--- config.mk ---
export PLATFORM = sky130hd
export DESIGN_NAME = seq_comparator
export DESIGN_NICKNAME = d
export VERILOG_FILES = /design/src/rtl/alu_pkg.sv /design/src/rtl/comparator.sv /design/src/rtl/seq_comparator.sv
export SDC_FILE = /design/constraint.sdc
export NUM_CORES = 1
export LEC_CHECK = 0
export BUFFER_PORTS_ARGS = -buffer_cell sky130_fd_sc_hd__buf_2
export CORE_AREA = 4 4 78 62
export DETAILED_ROUTE_END_ITERATION = 8
export DIE_AREA = 0 0 82 66
export PLACE_DENSITY = 0.5
export REMOVE_ABC_BUFFERS = 1
export SKIP_CTS_REPAIR_TIMING = 1
export SLEW_MARGIN = 10
export SYNTH_ARGS = -nofsm -noshare
export SYNTH_HDL_FRONTEND = slang
export SYNTH_HIERARCHICAL = 1
export SYNTH_SLANG_ARGS = --single-unit
--- constraint.sdc ---
create_clock -name clk -period 2.5 [get_ports clk]
set_clock_uncertainty 0.1 [all_clocks]
set_input_delay 0.5 -clock clk [delete_from_list [all_inputs] [get_ports clk]]
set_output_delay 0.5 -clock clk [all_outputs]
set_load 0.02 [all_outputs]
--- src/rtl/alu_pkg.sv ---
// Shared ALU definitions: comparator FSM states and the signedness mode encoding.
package alu_pkg;

    typedef enum logic [1:0] {
        CMP_IDLE = 2'd0,
        CMP_BUSY = 2'd1,
        CMP_DONE = 2'd2
    } cmp_state_t;

    localparam logic CMP_UNSIGNED = 1'b0;
    localparam logic CMP_SIGNED   = 1'b1;

endpackage

--- src/rtl/comparator.sv ---
// Combinational SIZE-bit unsigned magnitude comparator; less-than is implied by !gt && !eq.
module comparator #(
    parameter int SIZE = 1
) (
    input  logic [SIZE-1:0] i_a,
    input  logic [SIZE-1:0] i_b,
    output logic            o_gt,
    output logic            o_eq
);

    assign o_gt = (i_a > i_b);
    assign o_eq = (i_a == i_b);

endmodule

--- src/rtl/seq_comparator.sv ---
// Multi-cycle MSB-first magnitude comparator, CHUNK bits per cycle, unsigned or signed.
// Handshakes: a transfer happens on a rising edge where valid && ready are both high.
module seq_comparator
    import alu_pkg::*;
#(
    parameter int WIDTH = 8,
    parameter int CHUNK = 2
) (
    input  logic             clk,
    input  logic             rst,
    input  logic             in_valid,
    output logic             in_ready,
    input  logic [WIDTH-1:0] a,
    input  logic [WIDTH-1:0] b,
    input  logic             is_signed,
    output logic             out_valid,
    input  logic             out_ready,
    output logic             is_a_greater,
    output logic             equal,
    output logic             is_a_less,
    output logic [1:0]       dbg_state
);

    localparam int NUM_STEPS = WIDTH / CHUNK;
    localparam int STEP_W    = $clog2(NUM_STEPS + 1);
    localparam logic [STEP_W-1:0] LAST_STEP = STEP_W'(NUM_STEPS - 1);
    localparam logic [WIDTH-1:0]  SIGN_BIT  = WIDTH'(1) << (WIDTH - 1);

    cmp_state_t        r_state;
    cmp_state_t        w_next_state;
    logic [WIDTH-1:0]  r_a_sh;
    logic [WIDTH-1:0]  r_b_sh;
    logic [WIDTH-1:0]  w_bias;
    logic [STEP_W-1:0] r_step;
    logic              r_decided;
    logic              r_gt;
    logic              r_lt;
    logic              r_res_gt;
    logic              r_res_eq;
    logic              r_res_lt;
    logic              w_slice_gt;
    logic              w_slice_eq;
    logic              w_last;
    logic              w_fin_gt;
    logic              w_fin_eq;
    logic              w_fin_lt;

    comparator #(.SIZE(CHUNK)) u_slice_cmp (
        .i_a  (r_a_sh[WIDTH-1 -: CHUNK]),
        .i_b  (r_b_sh[WIDTH-1 -: CHUNK]),
        .o_gt (w_slice_gt),
        .o_eq (w_slice_eq)
    );

    // Flipping the sign bit maps two's-complement order onto unsigned order.
    assign w_bias = (is_signed == CMP_SIGNED) ? SIGN_BIT : '0;
    assign w_last = (r_step == LAST_STEP);

    // Final verdict as seen on the last BUSY cycle, including that cycle's slice.
    assign w_fin_gt = r_decided ? r_gt : w_slice_gt;
    assign w_fin_lt = r_decided ? r_lt : (!w_slice_gt && !w_slice_eq);
    assign w_fin_eq = !r_decided && w_slice_eq;

    always_ff @(posedge clk or posedge rst) begin
        if (rst) begin
            r_state <= CMP_IDLE;
        end else begin
            r_state <= w_next_state;
        end
    end

    always_comb begin
        w_next_state = r_state;
        case (r_state)
            CMP_IDLE: if (in_valid)  w_next_state = CMP_BUSY;
            CMP_BUSY: if (w_last)    w_next_state = CMP_DONE;
            CMP_DONE: if (out_ready) w_next_state = CMP_IDLE;
            default:                 w_next_state = CMP_IDLE;
        endcase
    end

    always_ff @(posedge clk or posedge rst) begin
        if (rst) begin
            r_a_sh    <= '0;
            r_b_sh    <= '0;
            r_step    <= '0;
            r_decided <= 1'b0;
            r_gt      <= 1'b0;
            r_lt      <= 1'b0;
            r_res_gt  <= 1'b0;
            r_res_eq  <= 1'b0;
            r_res_lt  <= 1'b0;
        end else begin
            case (r_state)
                CMP_IDLE: begin
                    if (in_valid) begin
                        r_a_sh    <= a ^ w_bias;
                        r_b_sh    <= b ^ w_bias;
                        r_step    <= '0;
                        r_decided <= 1'b0;
                        r_gt      <= 1'b0;
                        r_lt      <= 1'b0;
                    end
                end
                CMP_BUSY: begin
                    if (!r_decided && !w_slice_eq) begin
                        r_decided <= 1'b1;
                        r_gt      <= w_slice_gt;
                        r_lt      <= !w_slice_gt;
                    end
                    r_a_sh <= r_a_sh << CHUNK;
                    r_b_sh <= r_b_sh << CHUNK;
                    r_step <= r_step + STEP_W'(1);
                    if (w_last) begin
                        r_res_gt <= w_fin_gt;
                        r_res_eq <= w_fin_eq;
                        r_res_lt <= w_fin_lt;
                    end
                end
                default: ;
            endcase
        end
    end

    assign in_ready     = (r_state == CMP_IDLE);
    assign out_valid    = (r_state == CMP_DONE);
    assign is_a_greater = r_res_gt;
    assign equal        = r_res_eq;
    assign is_a_less    = r_res_lt;
    assign dbg_state    = r_state;

endmodule
---- Word level (Yosys, flattened, before mapping) ----
Index checks and enable logic that the tools add are counted.
storage, ports and cells
  flip-flop bits (word level) ............. 27
  input bits .............................. 21
  word-level logic and storage cells ...... 54
  output and inout port bits .............. 7
cells by class
  bitwise gates (word level) .............. 2
  multiplexer cells ....................... 20
  reductions and logical operators ........ 12
  eq/ne operators ......................... 8
  order comparisons ....................... 1
  add/subtract/negate cells ............... 1
operator list
  operator               count
  $pmux W8 S2            2
  $mux W8                3
  $xor A8 B8 Y8          2
  $mux W1                6
  $mux W2                3
  $ne A2 B2 Y1 const B   3
  $pmux W1 S2            3
  $pmux W2 S3            1
  $pmux W3 S2            1
  $reduce_and A3 Y1      2
  $reduce_and A2 Y1      2
  $add A3 B1 Y3 const B  1
  $eq A3 B2 Y1 const B   1
  $logic_and A1 B1 Y1    3
  $logic_not A1 Y1       3
  $mux W3                1
  $eq A2 B1 Y1 const B   1
  $eq A2 B2 Y1           1
  $eq A2 B2 Y1 const B   1
  $gt A2 B2 Y1           1
  $logic_not A2 Y1       1
  $ne A2 B1 Y1 const B   1
  $reduce_bool A2 Y1     1

---- Depth between registers and ports, before layout ----
Gate-level depths: netlist (run 1).
  word-level depth ........................ 5
  mapped depth ............................ 7
  mapped depth without buffers ............ 7

---- Hierarchy ----
The synthesis (run 1) kept the hierarchy.
modules (own cells, without submodules)
  module          cells each  instances  area each (um^2)
  seq_comparator  137         1          1307.5
  comparator      8           1          60.1

---- Least setup slack after synthesis (run 1) ----
Ideal clock, no wire load.
  path kind ............................... reg-to-output
  start ................................... reg r_state[1], in the netlist dbg_state[1]
  end ..................................... out in_ready
  data arrival time ....................... 1.148 ns
  path buffers ............................ 2
  cell stages (with the launch flop) ...... 4
  path slack .............................. 0.752 ns
  path through ............................ dfrtp_1 buf_2 buf_4 nor2_1
on the way
  longest elaborated chain between the ends .. 1
RTL lines
  element                 line                   RTL
  start, declared         seq_comparator.sv:29   cmp_state_t r_state;
  start signal, assigned  seq_comparator.sv:68   r_state <= w_next_state;
  $logic_not A2 Y1        seq_comparator.sv:125  assign in_ready = (r_state == CMP_IDLE);
  end, declared           seq_comparator.sv:12   output logic in_ready,
Every way passes these cells.

---- Worst setup path in the final report (run 1) ----
  start ................................... reg r_state[1], in the netlist dbg_state[1]
  end ..................................... out out_valid
on the way
  longest elaborated chain between the ends .. 1
RTL lines
  element        line                   RTL
  $eq A2 B2 Y1   seq_comparator.sv:126  assign out_valid = (r_state == CMP_DONE);
  end, declared  seq_comparator.sv:16   output logic out_valid,
Every way passes these cells.

==> out/results.ini, run 1 <==
[status]
run_status=complete, no violations

[route]
wire_per_inst_um=13.32
vias=1098
wl_mm=3.023
drc=0
drt_iter0_markers=59
viasPerCell=4.837
dr.pass1.iters=4
final_antenna_net_count=0

[placement]
placed_cell_area_um2=1558
gp_congestion=0.7331
dp.cells=223
hpwl_mm=2.195
portBuffers=27

[setup_path]
start_kind=flip-flop
path_delay_family=flip-flops
crit_type=reg -> out
cp_max_fo=15
cp_slowest_cell=dfrtp_1
required_ns=1.90
max_stage_delay_ns=0.62
path_buf_inv=2
crit_arrival_ns=1.24
crit_path_end_kind=primary output
crit_chain=nand2_1 -> inv_1 -> buf_2

[pwr]
clockPowerShare_pct=13.0
p_comb_share_pct=46.8
powerDensity_nw_per_um2=1171
ir_worst_vdd_mv=0.4858
p_leak_nw=0.7596
swShare_pct=41.99
intPower_mw=1.089
p_sw_mw=0.7884
pwr-share-seq_pct=40.2

[timing]
setup_tns_ns=0
fin_crit_ns=1.843
post-route-period-util_pct=73.71
rsz0062_at_grt=no
finalSetupViolations=0
maxSlewViolCount=0
worst_slew_pin_slew_ns=0.5911
slew_headroom_pct=60.56
hold_viol=0
max_freq_ghz=0.5427

[finish]
drive_above_1_share_pct=22.67
finalNonFillerCells=227
fin_area_um2=1603
antennaDiodeCount=0
area_growth_pct=17.20
nNetsFinal=198

[floorplanning]
num_rows=20
dieArea_um2=5412
die_h_um=66
start_util_pct=34.16
core_um2=4004
io_pins=28
die_width_um=82

[synthesis]
syn_area_per_cell_um2=9.431
synth_seq_area_share_pct=49.41
synthCells=145
yosysTopAreaCell=dfrtp_1
ys_ff_latch=27
syn_area_um2=1368
yosys_warnings=6
synth_cell_type_count=30
yosys-top-cells-area=dfrtp_1 49%, o21ai_1 7.7%, nand2_1 5.5%
yosysTopAreaCellShare_pct=49.41

[global_routing]
grt_pass1_wl_mm=5.340
first_global_vias=1096
overflow=0
grt_start_max_net_pins=28
antenna_found_initial=0
track_usage_pct=12.58

[clocking]
ctsLongestPathBuffers=2
cts_root_buffer=clkbuf_8
insertion_delay_ns=0.27
cts_max_level=1
cts_tree=built
cts_buffers=3
clock-sinks=27
clk_pin_slew_ns=0.09

[worst_hold_path]
hold_path_class=in -> async

[flow_run]
drv_cap=0

==> tightest hold or removal path, delay by kind of cell <==
kind     cells  cell delay [ns]
buf+inv      3             0.45
==> cells in the final DEF, fill, tap and decap left out, types with 2 or more instances in the layout <==
cell type / synthesis / final
nor3_1: 2 / 2
o21ai_1: 21 / 21
nand2_1: 20 / 20
buf_4: 1 / 3
a22o_1: 2 / 2
a31oi_1: 6 / 6
clkbuf_8: 0 / 3
dfrtp_1: 27 / 27
buf_2: 5 / 27
ha_1: 4 / 4
nand2b_1: 2 / 2
inv_1: 8 / 8
a21oi_1: 7 / 7
nor2_1: 4 / 4
a22oi_1: 8 / 8
nor2b_1: 6 / 6
xor2_1: 2 / 2
a32o_1: 2 / 2
and2_1: 6 / 6
==> state kept, by name (all words and copies together) (netlist names) <==
register,cells
is_a_less,1
r_gt,1
r_lt,1
r_b_sh,8
equal,1
dbg_state,2
is_a_greater,1
r_decided,1
r_a_sh,8
r_step,3
==> stage by stage <==
step / utilization [%] / hold slack (ns) / power [mW] / setup slack, ns
after floorplan: - / 0.3474 / 1.382 / 0.7243
after global placement: 38.91 / 0.3589 / 1.631 / 0.9167
after detailed placement: 38.91 / 0.3681 / 1.654 / 0.9000
after CTS: 40.03 / 0.1797 / 1.907 / 0.6192
after global routing: 40.03 / 0.1962 / 2.074 / 0.5090
final: 40.03 / 0.1737 / 1.878 / 0.6573
==> layout make-up <==
type,count,area [µm²]
clock buffer,4,45.04
multi-input combinational,102,621.8
inverter,9,33.78
sequential,27,675.6
tap,55,68.82
timing repair buffer,30,157.7
fill,441,2401
==> power by group through the flow <==
stage,sequential [mW],combinational [mW],clock (mW)
6_report,0.754,0.879,0.244
5_1_grt,0.783,1.01,0.281
4_1_cts,0.753,0.895,0.259
3_5_place_dp,0.762,0.892,0
3_3_place_gp,0.759,0.872,0
2_1_floorplan,0.814,0.568,0
==> cell usage after synthesis, drive strengths merged <==
master and n:
o21ai 22, clkbuf 1, dfrtp 27, nor2 4, mux2i 1, o21a 1, nor3b 1, a22o 2
ha 4, nor3 2, and2b 1, nand3b 1, buf 6, a32o 2, o41ai 1, o21bai 1
and2 7, nor2b 6, nand2b 2, xor2 2, a21oi 8, a22oi 8, nand2 20, a31oi 6
inv 9
==> routing by layer <==
layer  track usage, %  vias up  wire length [µm]
met5                0        -                 0
met4            1.245        0                 8
met3            3.815        2               124
met2            18.75       18              1329
met1            18.44      518              1560
li1                 -      560                 -
==> final timing paths <==
path,start,to,slack [ns],cells past startpoint
setup / recovery,dbg_state[1],out_valid,0.66,3
hold / removal,rst,equal,0.17,3
setup reg to reg,r_a_sh[7],r_lt,0.90,4
hold reg to reg,equal,equal,0.39,2
max in group asynchronous,rst,r_b_sh[0],1.87,3
min in group clk,out_ready,dbg_state[1],0.30,2
==> kinds of logic (layout without fill, tap and decap cells) <==
family | Yosys count | count (layout) | synth area share [%]
xor gates and xnor gates | 2 | 2 | 1.281
buffers and inverters | 16 | 43 | 5.123
DFF | 27 | 27 | 49.41
adders and majority gates | 4 | 4 | 3.660
and+or+nand+nor | 44 | 44 | 16.65
AOI/OAI and AO/OA | 51 | 51 | 23.15
muxes | 1 | 1 | 0.7320
No activity file was read; power rests on OpenSTA's default activity.
==> inputs of run 2 (changes only) <==
==> constraint.sdc (replaced) <==
create_clock -name clk -period 1.9 [get_ports clk]
set_clock_uncertainty 0.1 [all_clocks]
set_input_delay 0.38 -clock clk [delete_from_list [all_inputs] [get_ports clk]]
set_output_delay 0.38 -clock clk [all_outputs]
set_load 0.02 [all_outputs]
==> out/results.ini, run 2 (synthesis results as in run 1) <==
[status]
run_status=complete, no violations

[floorplanning]
start_util_pct=34.16  ; unchanged
io_pins=28  ; unchanged
die_h_um=66  ; unchanged
core_um2=4004  ; unchanged
die_width_um=82  ; unchanged
dieArea_um2=5412  ; unchanged
num_rows=20  ; unchanged

[timing]
maxSlewViolCount=0  ; unchanged
rsz0062_at_grt=no
holdWs_ns=0.06711  ; -0.1066 ns
worst_slew_pin_slew_ns=0.3934  ; -0.1977 ns
setup_tns_ns=0  ; unchanged
finalSetupViolations=0  ; unchanged
max_freq_ghz=0.5888
fin_crit_ns=1.699
slew_headroom_pct=73.77  ; +13 points
post-route-period-util_pct=89.40
hold_viol=0  ; unchanged

[route]
drc=0  ; unchanged
wl_mm=3.072  ; +1.6%
vias=1136  ; +3.5%
dr.pass1.iters=4  ; unchanged
final_antenna_net_count=0  ; unchanged
drt_iter0_markers=66  ; +12%
viasPerCell=4.897  ; +1.2%
wire_per_inst_um=13.24  ; -0.57%

[placement]
hpwl_mm=2.238  ; +2.0%
portBuffers=27  ; unchanged
gp_congestion=0.7438  ; +1.5%

[global_routing]
overflow=0  ; unchanged
grt_start_max_net_pins=28  ; unchanged
antenna_found_initial=0  ; unchanged
first_global_vias=1108  ; +1.1%
grt_pass1_wl_mm=5.409  ; +1.3%
track_usage_pct=12.87  ; +0.29 points

[clocking]
cts_tree=built
cts_max_level=1  ; unchanged
cts_buffers=3  ; unchanged
clk_pin_slew_ns=0.09  ; about the same
insertion_delay_ns=0.27  ; about the same
cts_root_buffer=clkbuf_8
clock-sinks=27  ; unchanged
ctsLongestPathBuffers=2  ; unchanged

[finish]
drive_above_1_share_pct=24.86  ; +2.2 points
antennaDiodeCount=0  ; unchanged
nNetsFinal=203  ; +2.5%
area_growth_pct=19.94
final_cell_mix=27 x dfrtp_1, 27 x buf_2, 21 x o21ai_1
largestRegisters=r_a_sh x8, r_b_sh x8, r_step x3
layout.filler_cells=434  ; -1.6%
regArea_um2=675.6  ; unchanged
multi_input_area_um2=621.8  ; unchanged

[setup_path]
reg2reg_slack_ns=0.33  ; -0.57 ns
r2r-start=r_a_sh[7]
required_ns=1.42  ; -0.48 ns
crit_path_end_kind=primary output
crit_arrival_ns=1.22  ; -0.02 ns
start_kind=flip-flop
rr_endpoint=r_lt
reg2reg_depth=4  ; unchanged
cp_max_fo=8  ; -7
crit_type=reg -> out

[pwr]
powerDensity_nw_per_um2=1558  ; +33%
p_leak_nw=0.7841  ; +3.2%
ir_worst_vdd_mv=0.6330  ; +30%

[worst_hold_path]
hold_path_class=in -> async

[flow_run]
drv_cap=0  ; unchanged

==> run 2: changes by cell type in the layout (fill, tap and decap cells not counted) <==
cell,before,now
buf_4,3,8
==> run 2: critical path: stages (launching register included) <==
cell     delay [ns]
dfrtp_1        0.48
buf_4          0.21
nor2_1         0.09
buf_2          0.17
==> run 2: worst max path at each step <==
| stage | start | end | slack [ns] | cells past startpoint |
|---|---|---|---|---|
| floorplan | dbg_state[0] | out_valid | 0.24 | 3 |
| global placement | r_a_sh[7] | r_lt | 0.40 | 4 |
| detailed placement | r_a_sh[7] | r_lt | 0.34 | 4 |
| CTS | dbg_state[0] | in_ready | 0.18 | 3 |
| global route | dbg_state[1] | out_valid | 0.09 | 3 |
| finish | dbg_state[0] | in_ready | 0.20 | 3 |
==> run 2: through the flow <==
stage / setup slack (ns) / util (%) / total power [mW] / std cells / cell area [µm²]
2_1_floorplan: 0.2443 / - / 1.819 / 138 / 1331
3_3_place_gp: 0.3981 / 39.84 / 2.222 / 228 / 1595
3_5_place_dp: 0.3359 / 39.84 / 2.254 / 228 / 1595
4_1_cts: 0.1846 / 40.97 / 2.589 / 232 / 1640
5_1_grt: 0.09482 / 40.97 / 2.804 / 232 / 1640
6_report: 0.2015 / 40.97 / 2.556 / 232 / 1640
==> run 2: area by class of cell <==
type	instances	share of cell area [%]
sequential	27	41.19
timing repair buffer	35	11.90
tap	55	4.195
clock buffer	4	2.746
inverter	9	2.060
multi-input combinational	102	37.91
==> run 2: power by group <==
| part | switching (mW) | total [mW] | internal (mW) | leakage (nW) |
|---|---|---|---|---|
| sequential | 0.188 | 1.00 | 0.811 | 0.349 |
| clock | 0.176 | 0.327 | 0.150 | 0.0228 |
| combinational | 0.692 | 1.23 | 0.538 | 0.412 |
| total | 1.06 | 2.56 | 1.50 | 0.784 |
==> run 2: metal layers <==
| layer | GRT usage [%] | up-vias | part of all wire [%] |
|---|---|---|---|
| met4 | 1.867 | 0 | 0.42 |
| met5 | 0 | - | 0 |
| met3 | 3.406 | 2 | 4.6 |
| met2 | 19.56 | 23 | 44 |
| met1 | 18.60 | 541 | 51 |
| li1 | - | 570 | - |
==> inputs of run 3 (changes only) <==
--- a/config.mk
+++ b/config.mk
@@ -6,10 +6,10 @@
 export NUM_CORES = 1
 export LEC_CHECK = 0
 export BUFFER_PORTS_ARGS = -buffer_cell sky130_fd_sc_hd__buf_2
-export CORE_AREA = 4 4 78 62
+export CORE_AREA = 4 4 91 72
 export DETAILED_ROUTE_END_ITERATION = 8
-export DIE_AREA = 0 0 82 66
-export PLACE_DENSITY = 0.5
+export DIE_AREA = 0 0 95 76
+export PLACE_DENSITY = 0.39
 export REMOVE_ABC_BUFFERS = 1
 export SKIP_CTS_REPAIR_TIMING = 1
 export SLEW_MARGIN = 10
==> out/results.ini, run 3 (synthesis results as in run 1) <==
[status]
run_status=complete, no violations

[finish]
fin_util_pct=29.59  ; -11 points
drive_above_1_share_pct=25.42  ; +0.56 points
final_cell_mix=27 x dfrtp_1, 27 x buf_2, 21 x o21ai_1
layout.filler_cells=641  ; +48%
regArea_um2=675.6  ; unchanged
nNetsFinal=203  ; unchanged
area_growth_pct=22.14
multi_input_area_um2=621.8  ; unchanged
finalNonFillerCells=255  ; +9.9%
largestRegisters=r_a_sh x8, r_b_sh x8, r_step x3
antennaDiodeCount=0  ; unchanged

[global_routing]
antenna_found_initial=0  ; unchanged
grt_start_max_net_pins=28  ; unchanged
first_global_vias=1190  ; +7.4%
track_usage_pct=9.846  ; -3.0 points
grt_pass1_wl_mm=5.671  ; +4.8%
overflow=0  ; unchanged

[clocking]
insertion_delay_ns=0.27  ; about the same
cts_buffers=3  ; unchanged
cts_max_level=1  ; unchanged
clock-sinks=27  ; unchanged
clk_pin_slew_ns=0.10  ; about the same
cts_tree=built
ctsLongestPathBuffers=2  ; unchanged
cts_root_buffer=clkbuf_8

[timing]
slew_headroom_pct=76.38  ; +2.6 points
worst_slew_pin_slew_ns=0.3543  ; -0.03907 ns
fin_crit_ns=1.752  ; +0.05343 ns
post-route-period-util_pct=92.21  ; +2.8 points
max_freq_ghz=0.5708  ; -3.0%
finalSetupViolations=0  ; unchanged
rsz0062_at_grt=no
setup_tns_ns=0  ; unchanged
maxSlewViolCount=0  ; unchanged
hold_viol=0  ; unchanged

[setup_path]
required_ns=1.42  ; about the same
crit_path_end_kind=primary output
start_kind=flip-flop
crit_type=reg -> out
cp_max_fo=9  ; +1
crit_arrival_ns=1.27  ; +0.05 ns
reg2reg_slack_ns=0.31  ; -0.02 ns

[route]
vias=1142  ; +0.53%
dr.pass1.iters=4  ; unchanged
drc=0  ; unchanged
wire_per_inst_um=13.33  ; +0.66%
viasPerCell=4.478  ; -8.5%
drt_iter0_markers=25  ; -62%
wl_mm=3.399  ; +11%
final_antenna_net_count=0  ; unchanged

[floorplanning]
start_util_pct=24.22  ; -9.9 points
dieArea_um2=7220  ; +33%
die_width_um=95  ; +16%
num_rows=24  ; +20%
die_h_um=76  ; +15%
io_pins=28  ; unchanged
core_um2=5645  ; +41%

[flow_run]
drv_cap=0  ; unchanged

[worst_hold_path]
hold_path_class=in -> async

[placement]
portBuffers=27  ; unchanged
dp.cells=251  ; +10%
gp_congestion=0.7714  ; +3.7%
hpwl_mm=2.531  ; +13%

[pwr]
power_mw=2.580  ; +0.93%
p_leak_nw=0.7865  ; +0.30%
powerDensity_nw_per_um2=1545  ; -0.88%
ir_worst_vdd_mv=0.4851  ; -23%

==> run 3: changes by cell type in the layout (fill, tap and decap cells not counted) <==
cell,previous run,this run
clkinv_2,0,1
clkbuf_1,1,0
==> run 3: power by group <==
| part | switching [mW] | internal, mW | leakage [nW] |
|---|---|---|---|
| clock | 0.180 | 0.147 | 0.0255 |
| combinational | 0.707 | 0.543 | 0.412 |
| sequential | 0.193 | 0.811 | 0.349 |
==> run 3: final timing paths <==
kind                              startpoint            to  cells after the start
worst min register to register     r_step[0]     r_step[0]                      1
worst max register to register     r_a_sh[7]          r_lt                      4
worst min-delay path                     rst  dbg_state[0]                      3
min in group clk                   out_ready  dbg_state[1]                      2
worst max-delay path            dbg_state[0]      in_ready                      3
max in group asynchronous                rst     r_b_sh[0]                      3
==> run 3: through the flow <==
stage / hold slack, ns / area [µm²] / setup WS [ns]
after floorplan: 0.3327 / 1331 / 0.2443
final: 0.05223 / 1670 / 0.1481
after global routing: 0.08391 / 1670 / 0.07203
after detailed placement: 0.3690 / 1624 / 0.3221
after CTS: 0.05862 / 1670 / 0.1159
after global placement: 0.3712 / 1624 / 0.3961
==> run 3: critical path, stage by stage, from the launching register on <==
cell and delay [ns]:
dfrtp_1 0.51, buf_4 0.22, nor2_1 0.10, buf_2 0.17
==> run 3: cell type report <==
| class | count | share of cell area (%) |
|---|---|---|
| Tap cell | 78 | 5.843 |
| Multi-Input combinational cell | 102 | 37.23 |
| Inverter | 9 | 2.022 |
| Clock buffer | 3 | 2.472 |
| Clock inverter | 1 | 0.2996 |
| Sequential cell | 27 | 40.45 |
| Timing Repair Buffer | 35 | 11.69 |
==> run 3: routing by layer <==
metal	routed length, µm	global-route usage, %	part of all wire (%)
met3	100	3.060	2.9
met4	6	0.4323	0.18
met2	1504	15.69	44
met5	0	0	0
met1	1787	13.78	53
